## config.mk

```make
export PLATFORM = sky130hd
export DESIGN_NAME = addsub_accum_pipe
export DESIGN_NICKNAME = d
export VERILOG_FILES = /design/src/rtl/addsub_accum_pipe_pkg.sv /design/src/rtl/addsub_accum_pipe_core.sv /design/src/rtl/addsub_accum_pipe.sv
export SDC_FILE = /design/constraint.sdc
export NUM_CORES = 1
export LEC_CHECK = 0
export BUFFER_PORTS_ARGS = -buffer_cell sky130_fd_sc_hd__buf_4
export CAP_MARGIN = 20
export CORE_MARGIN = 1
export CORE_UTILIZATION = 25
export DETAILED_ROUTE_END_ITERATION = 7
export GPL_TIMING_DRIVEN = 0
export PLACE_DENSITY = 0.55
export SYNTH_ARGS = -nofsm -noshare
export SYNTH_HDL_FRONTEND = slang
export SYNTH_SLANG_ARGS = --single-unit
export TNS_END_PERCENT = 20
```

## constraint.sdc

```tcl
create_clock -name clk -period 2.7 [get_ports clk]
set_input_delay 0.135 -clock clk [delete_from_list [all_inputs] [get_ports clk]]
set_output_delay 0.135 -clock clk [all_outputs]
set_load 0.005 [all_outputs]
```

## src/rtl/addsub_accum_pipe_pkg.sv

```systemverilog
`default_nettype none
// ============================================================================
// Module      : addsub_accum_pipe_pkg
// Description : Shared definitions for the pipelined add/sub accumulator.
//               Holds the operation mode encoding and the helpers that
//               produce the signed saturation limits for a given width.
// Revision    : 1.0  initial release
// ============================================================================
package addsub_accum_pipe_pkg;

    // Operation mode encoding (mode[1] = accumulate, mode[0] = subtract)
    localparam logic [1:0] MODE_ADD     = 2'b00;
    localparam logic [1:0] MODE_SUB     = 2'b01;
    localparam logic [1:0] MODE_ACC_ADD = 2'b10;
    localparam logic [1:0] MODE_ACC_SUB = 2'b11;

    // Widest operand the limit helpers can describe.
    localparam int LIMIT_W = 64;

    // Largest positive two's complement value of 'width' bits: 0111...1
    function automatic logic [LIMIT_W-1:0] max_pos(input int width);
        max_pos = (LIMIT_W'(1) << (width - 1)) - LIMIT_W'(1);
    endfunction

    // Most negative two's complement value of 'width' bits: 1000...0
    function automatic logic [LIMIT_W-1:0] min_neg(input int width);
        min_neg = LIMIT_W'(1) << (width - 1);
    endfunction

endpackage
`default_nettype wire

```

## src/rtl/addsub_accum_pipe_core.sv

```systemverilog
`default_nettype none
// ============================================================================
// Module      : addsub_core
// Description : Combinational WIDTH-bit adder/subtractor with raw carry out
//               and two's complement overflow detection.
// Ports       : left, right  operands (result = left +/- right)
//               sub          1 = subtract (left + ~right + 1)
//               sum          low WIDTH bits of the result
//               cout         bit WIDTH of the extended sum (sub: 1 = no borrow)
//               ovf          signed overflow of this operation
// Revision    : 1.0  initial release
// ============================================================================
module addsub_core #(
    parameter int WIDTH = 8
) (
    input  logic [WIDTH-1:0] left,
    input  logic [WIDTH-1:0] right,
    input  logic             sub,
    output logic [WIDTH-1:0] sum,
    output logic             cout,
    output logic             ovf
);

    logic [WIDTH-1:0] w_rhs;
    logic [WIDTH:0]   w_full;
    logic             w_l_msb;
    logic             w_r_msb;
    logic             w_s_msb;

    assign w_rhs   = sub ? ~right : right;
    assign w_full  = {1'b0, left} + {1'b0, w_rhs} + {{WIDTH{1'b0}}, sub};
    assign sum     = w_full[WIDTH-1:0];
    assign cout    = w_full[WIDTH];

    assign w_l_msb = left[WIDTH-1];
    assign w_r_msb = right[WIDTH-1];
    assign w_s_msb = w_full[WIDTH-1];

    // Overflow when the operands effectively share a sign and the result
    // sign differs from it; subtracting flips the sign of the right operand.
    always_comb begin
        ovf = 1'b0;
        if (sub) begin
            ovf = (w_l_msb != w_r_msb) && (w_s_msb != w_l_msb);
        end else begin
            ovf = (w_l_msb == w_r_msb) && (w_s_msb != w_l_msb);
        end
    end

endmodule
`default_nettype wire

```

## src/rtl/addsub_accum_pipe.sv

```systemverilog
`default_nettype none
// ============================================================================
// Module      : addsub_accum_pipe
// Description : Two-stage pipelined signed/unsigned adder-subtractor with an
//               accumulator mode, optional signed saturation and a sticky
//               overflow flag. One operation per cycle, latency 2.
// Ports       : clk, reset   clock, synchronous active-high reset
//               in_valid     operand strobe (mode/a/b/sat_en sampled)
//               mode         00 A+B, 01 A-B, 10 ACC+=A, 11 ACC-=A
//               a, b         operands (b ignored in accumulate modes)
//               sat_en       clamp result on signed overflow
//               clr          flush: zero acc, clear sticky, kill pipeline
//               result       registered result
//               out_valid    one-cycle strobe per completed operation
//               cout, ovf    carry out / signed overflow of last operation
//               zero         last result == 0
//               ovf_sticky   OR of ovf since last reset/clr
//               acc          accumulator contents
// Parameters  : WIDTH        operand width (>= 2)
//               SAT_DEFAULT  value the instantiating module should tie sat_en
//                            to when it has no dynamic saturation control
// Revision    : 1.0  initial release
// ============================================================================
module addsub_accum_pipe
    import addsub_accum_pipe_pkg::*;
#(
    parameter int WIDTH       = 8,
    parameter int SAT_DEFAULT = 0
) (
    input  logic             clk,
    input  logic             reset,
    input  logic             in_valid,
    input  logic [1:0]       mode,
    input  logic [WIDTH-1:0] a,
    input  logic [WIDTH-1:0] b,
    input  logic             sat_en,
    input  logic             clr,
    output logic [WIDTH-1:0] result,
    output logic             out_valid,
    output logic             cout,
    output logic             ovf,
    output logic             zero,
    output logic             ovf_sticky,
    output logic [WIDTH-1:0] acc
);

    generate
        if (WIDTH < 2 || WIDTH > LIMIT_W ||
            (SAT_DEFAULT != 0 && SAT_DEFAULT != 1)) begin : g_bad_param
            $error("addsub_accum_pipe: illegal WIDTH or SAT_DEFAULT");
        end
    endgenerate

    localparam logic [LIMIT_W-1:0] c_max_full = max_pos(WIDTH);
    localparam logic [LIMIT_W-1:0] c_min_full = min_neg(WIDTH);
    localparam logic [WIDTH-1:0]   c_max_pos  = c_max_full[WIDTH-1:0];
    localparam logic [WIDTH-1:0]   c_min_neg  = c_min_full[WIDTH-1:0];

    // ------------------------------------------------------------------
    // Stage 1: operand capture
    // ------------------------------------------------------------------
    logic             r_s1_valid;
    logic [1:0]       r_s1_mode;
    logic [WIDTH-1:0] r_s1_a;
    logic [WIDTH-1:0] r_s1_b;
    logic             r_s1_sat;

    always_ff @(posedge clk) begin
        if (reset) begin
            r_s1_valid <= 1'b0;
            r_s1_mode  <= 2'b00;
            r_s1_a     <= '0;
            r_s1_b     <= '0;
            r_s1_sat   <= 1'b0;
        end else if (clr) begin
            // An operand strobe coinciding with clr is dropped.
            r_s1_valid <= 1'b0;
        end else begin
            r_s1_valid <= in_valid;
            if (in_valid) begin
                r_s1_mode <= mode;
                r_s1_a    <= a;
                r_s1_b    <= b;
                r_s1_sat  <= sat_en;
            end
        end
    end

    // ------------------------------------------------------------------
    // Stage 2: operand selection, arithmetic, saturation
    // ------------------------------------------------------------------
    logic             w_acc_mode;
    logic             w_sub;
    logic [WIDTH-1:0] w_left;
    logic [WIDTH-1:0] w_right;
    logic [WIDTH-1:0] w_sum;
    logic             w_cout;
    logic             w_ovf;
    logic [WIDTH-1:0] w_result;

    always_comb begin
        w_acc_mode = 1'b0;
        w_sub      = 1'b0;
        unique case (r_s1_mode)
            MODE_ADD:     begin w_acc_mode = 1'b0; w_sub = 1'b0; end
            MODE_SUB:     begin w_acc_mode = 1'b0; w_sub = 1'b1; end
            MODE_ACC_ADD: begin w_acc_mode = 1'b1; w_sub = 1'b0; end
            MODE_ACC_SUB: begin w_acc_mode = 1'b1; w_sub = 1'b1; end
            default:      begin w_acc_mode = 1'b0; w_sub = 1'b0; end
        endcase
    end

    // The accumulator register is read directly; since it updates on the
    // same edge that completes an accumulate, the next op already sees it.
    assign w_left  = w_acc_mode ? acc    : r_s1_a;
    assign w_right = w_acc_mode ? r_s1_a : r_s1_b;

    addsub_core #(
        .WIDTH (WIDTH)
    ) u_core (
        .left  (w_left),
        .right (w_right),
        .sub   (w_sub),
        .sum   (w_sum),
        .cout  (w_cout),
        .ovf   (w_ovf)
    );

    // Clamp direction follows the sign of the left operand: an overflowing
    // result always lies beyond the limit on that side.
    always_comb begin
        w_result = w_sum;
        if (r_s1_sat && w_ovf) begin
            w_result = w_left[WIDTH-1] ? c_min_neg : c_max_pos;
        end
    end

    always_ff @(posedge clk) begin
        if (reset) begin
            result     <= '0;
            out_valid  <= 1'b0;
            cout       <= 1'b0;
            ovf        <= 1'b0;
            zero       <= 1'b0;
            ovf_sticky <= 1'b0;
            acc        <= '0;
        end else if (clr) begin
            // result/cout/ovf/zero keep their last values across a flush.
            out_valid  <= 1'b0;
            ovf_sticky <= 1'b0;
            acc        <= '0;
        end else if (r_s1_valid) begin
            result     <= w_result;
            out_valid  <= 1'b1;
            cout       <= w_cout;
            ovf        <= w_ovf;
            zero       <= (w_result == '0);
            ovf_sticky <= ovf_sticky | w_ovf;
            if (w_acc_mode) begin
                acc <= w_result;
            end
        end else begin
            out_valid <= 1'b0;
        end
    end

endmodule
`default_nettype wire
```

Word level (Yosys, flattened, before mapping)
Cells that the tools add are included. W data, S select, Z words.

Output and inout bits: 21. Bits of input ports: 23. Register bits: 41. Logic and storage cells: 45.

Bitwise operators: 3. $add $sub $neg: 2. Reductions and logical operators: 13. Multiplexer cells: 9. Eq/ne operators: 6.

Operators by type and width (number): $mux W8 (5); $reduce_or A2 Y1 (5); $add A8 B8 Y9 (1); $add A9 B1 Y9 (1); $logic_not A8 Y1 (1); $not A8 Y8 (1); $reduce_and A2 Y1 (3); $eq A2 B2 Y1 const B (2); $pmux W1 S2 (2); $logic_and A1 B1 Y1 (3); $eq A2 B1 Y1 const B (1); $logic_not A2 Y1 (1); $mux W1 (2); $ne A1 B1 Y1 (2); $eq A1 B1 Y1 (1); $not A1 Y1 (1); $or A1 B1 Y1 (1).

Logic depth before layout (Yosys ltp)
Gate-level depths: netlist of the first run.

Word-level depth: 14. Gate-level depth with buffers: 12. Mapped depth without buffers: 10.

Modules after synthesis
A second synthesis of the first run with hierarchy kept.

Cells, all modules: 251. Area total of the unflattened synthesis: 2129.5 µm².

Modules (own cells, without submodules): addsub_accum_pipe (area each 1696.6 µm², cells an instance 194, times used 1, seq. area each 820.8 µm²); addsub_core (area each 432.9 µm², cells an instance 57, times used 1, seq. area each 0.0 µm²).

Least setup slack after synthesis of the first run
Ideal clock, no wire load.

Path kind: reg2reg. From: register r_s1_mode[1]. To: register result[7]. Stages on the path, launching flop included: 12. Buffers on the path: 3. Library setup time: 84 ps. Arrival time: 2723 ps. Period minus slack after synthesis: 2808 ps. Path slack: -108 ps. Data required time: 2616 ps. Cells stage by stage: dfxtp_1 buf_6 buf_1 mux2_2 ha_1 a21oi_2 o21ai_0 a221o_1 nor2_2 buf_6 nor2_1 o31ai_2.

Word-level cells in the longest chain between the ends: 13. Elaborated cells on any way between the ends: 25. Those cells by class: 2 x add/sub; 6 x eq/ne; 8 x mux; 1 x bitwise; 8 x reduce/logical.

RTL lines: start, declared (line addsub_accum_pipe.sv:63) `logic [1:0] r_s1_mode;`; start signal, assigned (line addsub_accum_pipe.sv:81) `r_s1_mode <= mode;`; $eq A2 B2 Y1 (tied with other cells) (line addsub_accum_pipe.sv:104) `unique case (r_s1_mode)`; $reduce_or A2 Y1 (no line); $pmux W1 S2 (line addsub_accum_pipe.sv:104); $mux W8 (line addsub_accum_pipe.sv:116) `assign w_right = w_acc_mode ? r_s1_a : r_s1_b;`; $not A8 Y8 (line addsub_accum_pipe_core.sv:30) `assign w_rhs = sub ? ~right : right;`; $mux W8 (line addsub_accum_pipe_core.sv:30); $add A8 B8 Y9 (line addsub_accum_pipe_core.sv:31) `assign w_full = {1'b0, left} + {1'b0, w_rhs} + {{WIDTH{1'b0}}, sub};`; $add A9 B1 Y9 (line addsub_accum_pipe_core.sv:31); $ne A1 B1 Y1 (line addsub_accum_pipe_core.sv:44, addsub_accum_pipe_core.sv:46); $logic_and A1 B1 Y1 (on tied branches) (line addsub_accum_pipe_core.sv:46, addsub_accum_pipe_core.sv:44); $mux W1 (line addsub_accum_pipe_core.sv:43) `if (sub) begin`; $logic_and A1 B1 Y1 (line addsub_accum_pipe.sv:133) `if (r_s1_sat && w_ovf) begin`; $mux W8 (*) (line addsub_accum_pipe.sv:133); end signal, assigned (line addsub_accum_pipe.sv:153) `result <= w_result;`; end, declared (line addsub_accum_pipe.sv:38) `output logic [WIDTH-1:0] result,`.

Mark *: on every way between the ends. The rest lies on a longest branch, timed or not. A chain may end at the register's enable or synchronous reset.

Worst setup path after layout of the first run
From: register r_s1_mode[1]. To: register acc[7].

Word-level cells in the longest chain between the ends: 13. Elaborated cells on any way between the ends: 26. Those cells by class: 2 x add/sub; 6 x eq/ne; 8 x mux; 1 x bitwise; 9 x reduce/logical.

RTL lines: $eq A2 B2 Y1 (tied with other cells) (line addsub_accum_pipe.sv:104); $reduce_or A2 Y1 (no line); $pmux W1 S2 (line addsub_accum_pipe.sv:104); $mux W8 (line addsub_accum_pipe.sv:116); $not A8 Y8 (line addsub_accum_pipe_core.sv:30); $mux W8 (line addsub_accum_pipe_core.sv:30); $add A8 B8 Y9 (line addsub_accum_pipe_core.sv:31); $add A9 B1 Y9 (line addsub_accum_pipe_core.sv:31); $ne A1 B1 Y1 (line addsub_accum_pipe_core.sv:44, addsub_accum_pipe_core.sv:46); $logic_and A1 B1 Y1 (on tied branches) (line addsub_accum_pipe_core.sv:46, addsub_accum_pipe_core.sv:44); $mux W1 (line addsub_accum_pipe_core.sv:43); $logic_and A1 B1 Y1 (line addsub_accum_pipe.sv:133); $mux W8 (line addsub_accum_pipe.sv:133); end signal, assigned (line addsub_accum_pipe.sv:160) `acc <= w_result;`; end, declared (line addsub_accum_pipe.sv:44) `output logic [WIDTH-1:0] acc`.

Several ways; a longest one is shown, not always the timed one.

==> metrics.csv, run 1 <==
stage,metric,value,unit
worst_setup_path,Max Fanout on Critical Path,7,
pwr,switching power,411.6,µW
routing,initial DRC count,70,
floorplanning,Die Y,96.09,µm
yosys,register bit total from synthesis,41,
yosys,Synth Area in XOR/XNOR,4.353,%
grt,largest net degree at the start of global routing,13,
worst_setup_path,CP arrival,2.80,ns
worst_setup_path,Crit path required time,2.88,ns
worst_setup_path,"slowest stage delay, CP",0.34,ns
pwr,power per cell area,478.4,nW/µm²
floorplanning,row cnt,33,
yosys,Most used DFF post-synth,dfxtp_1,
cells_and_area,end-of-flow core utilization,37.17,%
sta,fmax,381.9,MHz
floorplanning,die area,9233,µm²
yosys,syn_area_per_cell,8.108,µm²
clock_tree,"Clk pin slew, worst setup/hold paths",0.08,ns
grt,first-pass GRT wire length,9.321,mm
yosys,Commonest cells post-synth,"61 x nand2_1, 41 x dfxtp_1, 27 x a21oi_1",
sta,Final min period,2.618,ns
yosys,Mapped Area,2213,µm²
pwr,Int Power,1.079,mW
worst_setup_path,Buffers & Inverters on Critical Path,3,
yosys,number of synthesis warnings,0,
routing,Residual DRC,0,
clock_tree,hold_buf cts,0,
floorplanning,die width,96.09,µm
worst_setup_path,crit path max-delay cell type,dfxtp_2,
placement,input/output buffers,42,
grt,vias in the first global route,1911,
yosys,Area contributors post-synth,"dfxtp_1 37%, nand2_1 10%, a21oi_1 6.1%, mux2i_1 4.5%, ha_1 4.0%",
pwr,Leak Pwr,1.229,nW
worst_setup_path,Top delay family on crit path,compound AO/OA/AOI/OAI gates,
flow_run,max cap viols,0,
floorplanning,Initial Util,26.41,%
cells_and_area,Antenna Cells,0,
floorplanning,Core Box Area,8382,µm²
yosys,top-area cell type share of the netlist area,37.08,%
sta,Slew headroom,53.82,%
cells_and_area,area grow syn2layout,40.76,%
clock_tree,Num Clock Sinks,41,
worst_setup_path,startpoint types,flip-flop,
routing,DR WL/cell,13.68,µm
cells_and_area,fin area,3115,µm²
routing,Via Count,2048,
yosys,adder-cell share of the synthesized area,4.862,%
clock_tree,CTS HTree Levels,2,
pwr,clock power share,35.0,%
yosys,Synth Net Count,304,
worst_setup_path,CP endpoint kind,flip-flop,
clock_tree,Worst-Skew Late Latency,0.30,ns
sta,worst slew pin tran,0.6874,ns
routing,routed vias/inst,4.676,
sta,Final Hold Viols,0,
cells_and_area,proportion of layout cells with a drive suffix above 1,32.13,%
pwr,combinational power share,22.3,%
sta,fin. max-slew vios,0,
worst_setup_path,CP most frequent cell,buf_6,
clock_tree,CTS max path bufs,2,
grt,grt total ovfl,0,
sta,setup slack after layout,0.08167,ns
floorplanning,# IOs,44,
sta,RSZ-0062 raised after global routing,true,
yosys,Post-synth ARST share,0,%
worst_setup_path,crit path kind,flip-flop to flip-flop,
yosys,largest family of logic cells by synthesized area,simple AND/OR/NAND/NOR gates,
routing,post-route ant nets,0,
yosys,Syn Inst Count,273,
pwr,Reg power frac,42.7,%
outcome,status,completed,
yosys,top-count cell post-synth,nand2_1,
placement,GP Congestion,0.8423,
yosys,Simple-Gate Fraction of Synth Area,20.52,%
yosys,post-synthesis mux area share,8.592,%
clock_tree,CTS tree,done,
yosys,post-synth top area cell,dfxtp_1,
yosys,Yosys cell types,51,
clock_tree,Num CTS Buffers,5,
sta,final worst path period share,96.98,%
worst_setup_path,cells along the critical path,buf_6 > mux2i_1 > xor2_1 > inv_2 > ha_4 > a211oi_1 > o211ai_1 > mux2i_4 > nor2_4 > buf_6 > o21ai_1 > a31oi_1,
grt,initial antenna violation count,0,
cells_and_area,NumNets Final,363,
clock_tree,CTS Root Cell,clkbuf_8,
grt,Total GRT Usage,13.40,%
sta,setup violators final,0,
hold_path,hold crit path type,primary input to flip-flop,
yosys,compound-cell area share of the yosys netlist,20.52,%
placement,Post-DP Area,2661,µm²
pwr,Net Sw Frac,27.62,%
placement,HPWL Detailed,4.462,mm
yosys,Post-synth EDFFs,0,
routing,routed wire length,5.992,mm
sta,clock skew,0.002526,ns
yosys,sequential share of the synthesized area,37.08,%
placement,"worst slack, placed",-0.3196,ns
routing,DRT Pass-1 Iters,4,
pwr,Max IR drop VDD,0.1814,mV
repair_timing:
item / CTS / global route
setup endpoints to repair: 19 / 19
buffers inserted: 3 / 5
gates resized for setup: 15 / 33
cloned: 1 / 1
pin swaps: 5 / 14
worst paths after layout:
path	slack, ns	start	endpoint	depth (start not counted)
hold / removal	0.07	a[2]	r_s1_a[2]	3
setup / recovery	0.08	r_s1_mode[1]	acc[7]	12
setup reg to reg	0.08	r_s1_mode[1]	acc[7]	12
hold reg to reg	0.44	result[0]	result[0]	2
layout make-up:
type / instances / area [µm²]
Timing Repair Buffer: 52 / 411.6
Clock inverter: 1 / 30.03
Inverter: 5 / 18.77
Fill cell: 872 / 5266
Tap cell: 105 / 131.4
Multi-Input combinational cell: 213 / 1528
Buffer: 14 / 87.58
Clock buffer: 7 / 86.33
Sequential cell: 41 / 822.0
state kept, by name (all words and copies together) (netlist names):
register    count
zero            1
ovf_sticky      1
r_s1_sat        1
acc             8
r_s1_valid      1
ovf             1
out_valid       1
r_s1_a          8
result          8
r_s1_mode       2
cout            1
r_s1_b          8
stage by stage:
stage / power (mW) / TNS (ns) / hold slack (ns) / cells
after floorplan: 0.8184 / 0 / 0.2710 / 273
after global placement: 0.8911 / -3.831 / 0.3883 / 420
after detailed placement: 0.8957 / -4.545 / 0.3940 / 420
after CTS: 1.441 / -0.006763 / 0.06931 / 432
after global routing: 1.555 / -0.4110 / 0.07257 / 438
final: 1.490 / 0 / 0.07168 / 438
power groups by stage:
stage	Sequential (mW)	Clock, mW	Combinational [mW]
after CTS	0.635	0.532	0.274
final	0.636	0.522	0.332
after detailed placement	0.649	0	0.246
after global placement	0.648	0	0.243
after global routing	0.639	0.555	0.362
after floorplan	0.645	0	0.173
worst register-to-register path, cell delays in order (launching register included):
cell and delay, ns:
dfxtp_2 0.34, buf_6 0.14, mux2i_1 0.22, xor2_1 0.24, inv_2 0.13, ha_4 0.28
a211oi_1 0.25, o211ai_1 0.19, mux2i_4 0.23, nor2_4 0.11, buf_6 0.15, o21ai_1 0.13
a31oi_1 0.09
cell families after synthesis:
family / Yosys count
AND/OR/NAND/NOR: 103
AO/OA/AOI/OAI: 74
flip-flops: 41
buffers and inverters: 19
multiplexers: 17
XOR/XNOR: 11
adder cells (fa/ha/maj): 8
cells in the final DEF, fill, tap and decap left out, types with 5 or more instances in the layout:
master	instances
mux2i_1	6
ha_4	5
o21ai_1	14
a21oi_1	23
dfxtp_1	40
nor2_1	18
a211oi_1	5
mux2_2	5
o21ai_0	6
clkbuf_1	8
xnor2_2	5
nand2_1	60
clkbuf_8	6
buf_4	50
routing by layer:
metal,up-vias,GRT usage [%],part of all wire (%)
met4,0,4.478,1.2
met5,-,0,0
li1,1067,-,-
met3,8,2.923,4.3
met2,39,21.69,48
met1,934,17.54,46
(Power assumes the default switching activity.)
==> run 2, diff against run 1 <==
- SETUP_SLACK_MARGIN: not set -> 0.1
==> run 2 against run 1 <==
Effect of this change: register-to-register slack lost 0.02 ns; final area grew 7.4%; total power grew 2.8%; core utilization grew 2.7 points; sequential share of layout area shrank 1.8 points; routed wire length grew 1.7%; combinational power grew 15%; non-clock buffer count grew 21; clock skew grew 0.0016 ns; first-iteration DRC count grew 19%.
==> metrics.csv, run 2 (synthesis gave the netlist of run 1 again) <==
stage,metric,value,unit
hold_path,hold crit path type,primary input to flip-flop,
worst_setup_path,CP arrival,2.80,ns
sta,fin. max-slew vios,0,
sta,clock skew,0.004160,ns
cells_and_area,# fillers,849,
cells_and_area,"commonest non-fill, non-tap cell in the layout",buf_4,
grt,largest net degree at the start of global routing,13,
cells_and_area,Antenna Cells,0,
worst_setup_path,Crit path required time,2.86,ns
worst_setup_path,startpoint types,flip-flop,
clock_tree,CTS HTree Levels,2,
pwr,power per cell area,457.9,nW/µm²
placement,"worst slack, placed",-0.2408,ns
worst_setup_path,Max Fanout on Critical Path,6,
floorplanning,Core Box Area,8382,µm²
clock_tree,Worst-Skew Late Latency,0.29,ns
clock_tree,Num CTS Buffers,5,
pwr,Leak Pwr,1.337,nW
cells_and_area,NumNets Final,384,
clock_tree,hold_buf cts,0,
routing,DRT Pass-1 Iters,4,
sta,setup violators final,0,
pwr,Max IR drop VDD,0.2611,mV
floorplanning,Die Y,96.09,µm
flow_run,max cap viols,0,
sta,Final Hold Viols,0,
grt,initial antenna violation count,0,
worst_setup_path,crit path kind,flip-flop to flip-flop,
cells_and_area,area grow syn2layout,51.16,%
grt,first-pass GRT wire length,9.584,mm
sta,Final min period,2.638,ns
sta,RSZ-0062 raised after global routing,true,
routing,Via Count,2140,
sta,final worst path period share,97.69,%
sta,hold slack,0.07802,ns
floorplanning,die width,96.09,µm
grt,grt total ovfl,0,
pwr,post-layout total power,1.532,mW
clock_tree,"Clk pin slew, worst setup/hold paths",0.08,ns
outcome,status,completed,
grt,Total GRT Usage,13.75,%
worst_setup_path,CP endpoint kind,flip-flop,
cells_and_area,area occupied by multi-input gates,1574,µm²
sta,worst slew pin tran,0.6749,ns
routing,post-route ant nets,0,
placement,HPWL Detailed,4.401,mm
cells_and_area,proportion of layout cells with a drive suffix above 1,38.14,%
sta,Slew headroom,54.66,%
cells_and_area,fin cells,459,
sta,TNS Setup,0,ns
routing,initial DRC count,83,
clock_tree,CTS Root Cell,clkbuf_8,
routing,Residual DRC,0,
placement,input/output buffers,42,
routing,routed vias/inst,4.662,
floorplanning,Initial Util,26.41,%
sta,setup slack after layout,0.06235,ns
cells_and_area,most frequent cells in the layout,"68 x buf_4, 61 x nand2_1, 40 x dfxtp_1, 23 x a21oi_1, 19 x nor2_1",
sta,fmax,379.1,MHz
placement,Post-DP Area,2664,µm²
placement,# placed instances,420,
clock_tree,CTS max path bufs,2,
placement,GP Congestion,0.8598,
routing,DR WL/cell,13.28,µm
routing,routed wire length,6.096,mm
floorplanning,die area,9233,µm²
cells_and_area,end-of-flow core utilization,39.92,%
cells_and_area,fin area,3346,µm²
clock_tree,CTS tree,done,
cells_and_area,storage element area,822.0,µm²
grt,vias in the first global route,1976,
clock_tree,Num Clock Sinks,41,
floorplanning,row cnt,33,
floorplanning,# IOs,44,
-- run 2: cell types whose count changed in the layout (fill, tap and decap cells not counted), sizes merged --
| cell | previous run | this run |
|---|---|---|
| buf | 58 | 80 |
| clkbuf | 15 | 14 |
-- run 2: metal layers --
metal	GRT usage [%]	share of wire (%)	vias up
li1	-	-	1102
met1	17.65	45	976
met2	22.70	47	49
met3	3.791	5.2	13
met4	3.358	2.1	0
met5	0	0	-
-- run 2: critical path, stage by stage, from the launching register on --
cell and delay [ns]:
dfxtp_2 0.34, buf_6 0.13, buf_12 0.11, buf_4 0.12, mux2i_4 0.29, inv_2 0.09
ha_4 0.27, and3_4 0.17, a221o_1 0.38, nor2_4 0.23, mux2i_2 0.29, a211oi_1 0.10
-- run 2: area by class of cell --
type	instances	share of cell area, %
sequential	41	24.57
clock inverter	1	0.8975
buffer	14	2.468
clock buffer	7	2.580
tap	105	3.927
timing repair buffer	73	17.95
inverter	5	0.5610
multi-input combinational	213	47.05
-- run 2: where the power goes --
| part | internal [mW] | switching (mW) |
|---|---|---|
| registers | 0.622 | 0.0150 |
| logic | 0.193 | 0.189 |
| clock network | 0.301 | 0.211 |
| total | 1.12 | 0.415 |
-- run 2: repair_timing --
| item | 4_1_cts | 5_1_grt |
|---|---|---|
| cloned | 2 | 0 |
| resized for setup | 40 | 15 |
| endpoints found under the setup margin | 20 | 20 |
| pin swaps | 16 | 12 |
| setup buffers | 28 | 1 |
-- run 2: worst paths after layout --
kind / startpoint / to / slack (ns) / cells after the start
worst min-delay path: mode[1] / r_s1_mode[1] / 0.08 / 3
worst min register to register: result[0] / result[0] / 0.44 / 2
worst max-delay path: r_s1_mode[1] / ovf / 0.06 / 11
worst max register to register: r_s1_mode[1] / ovf / 0.06 / 11
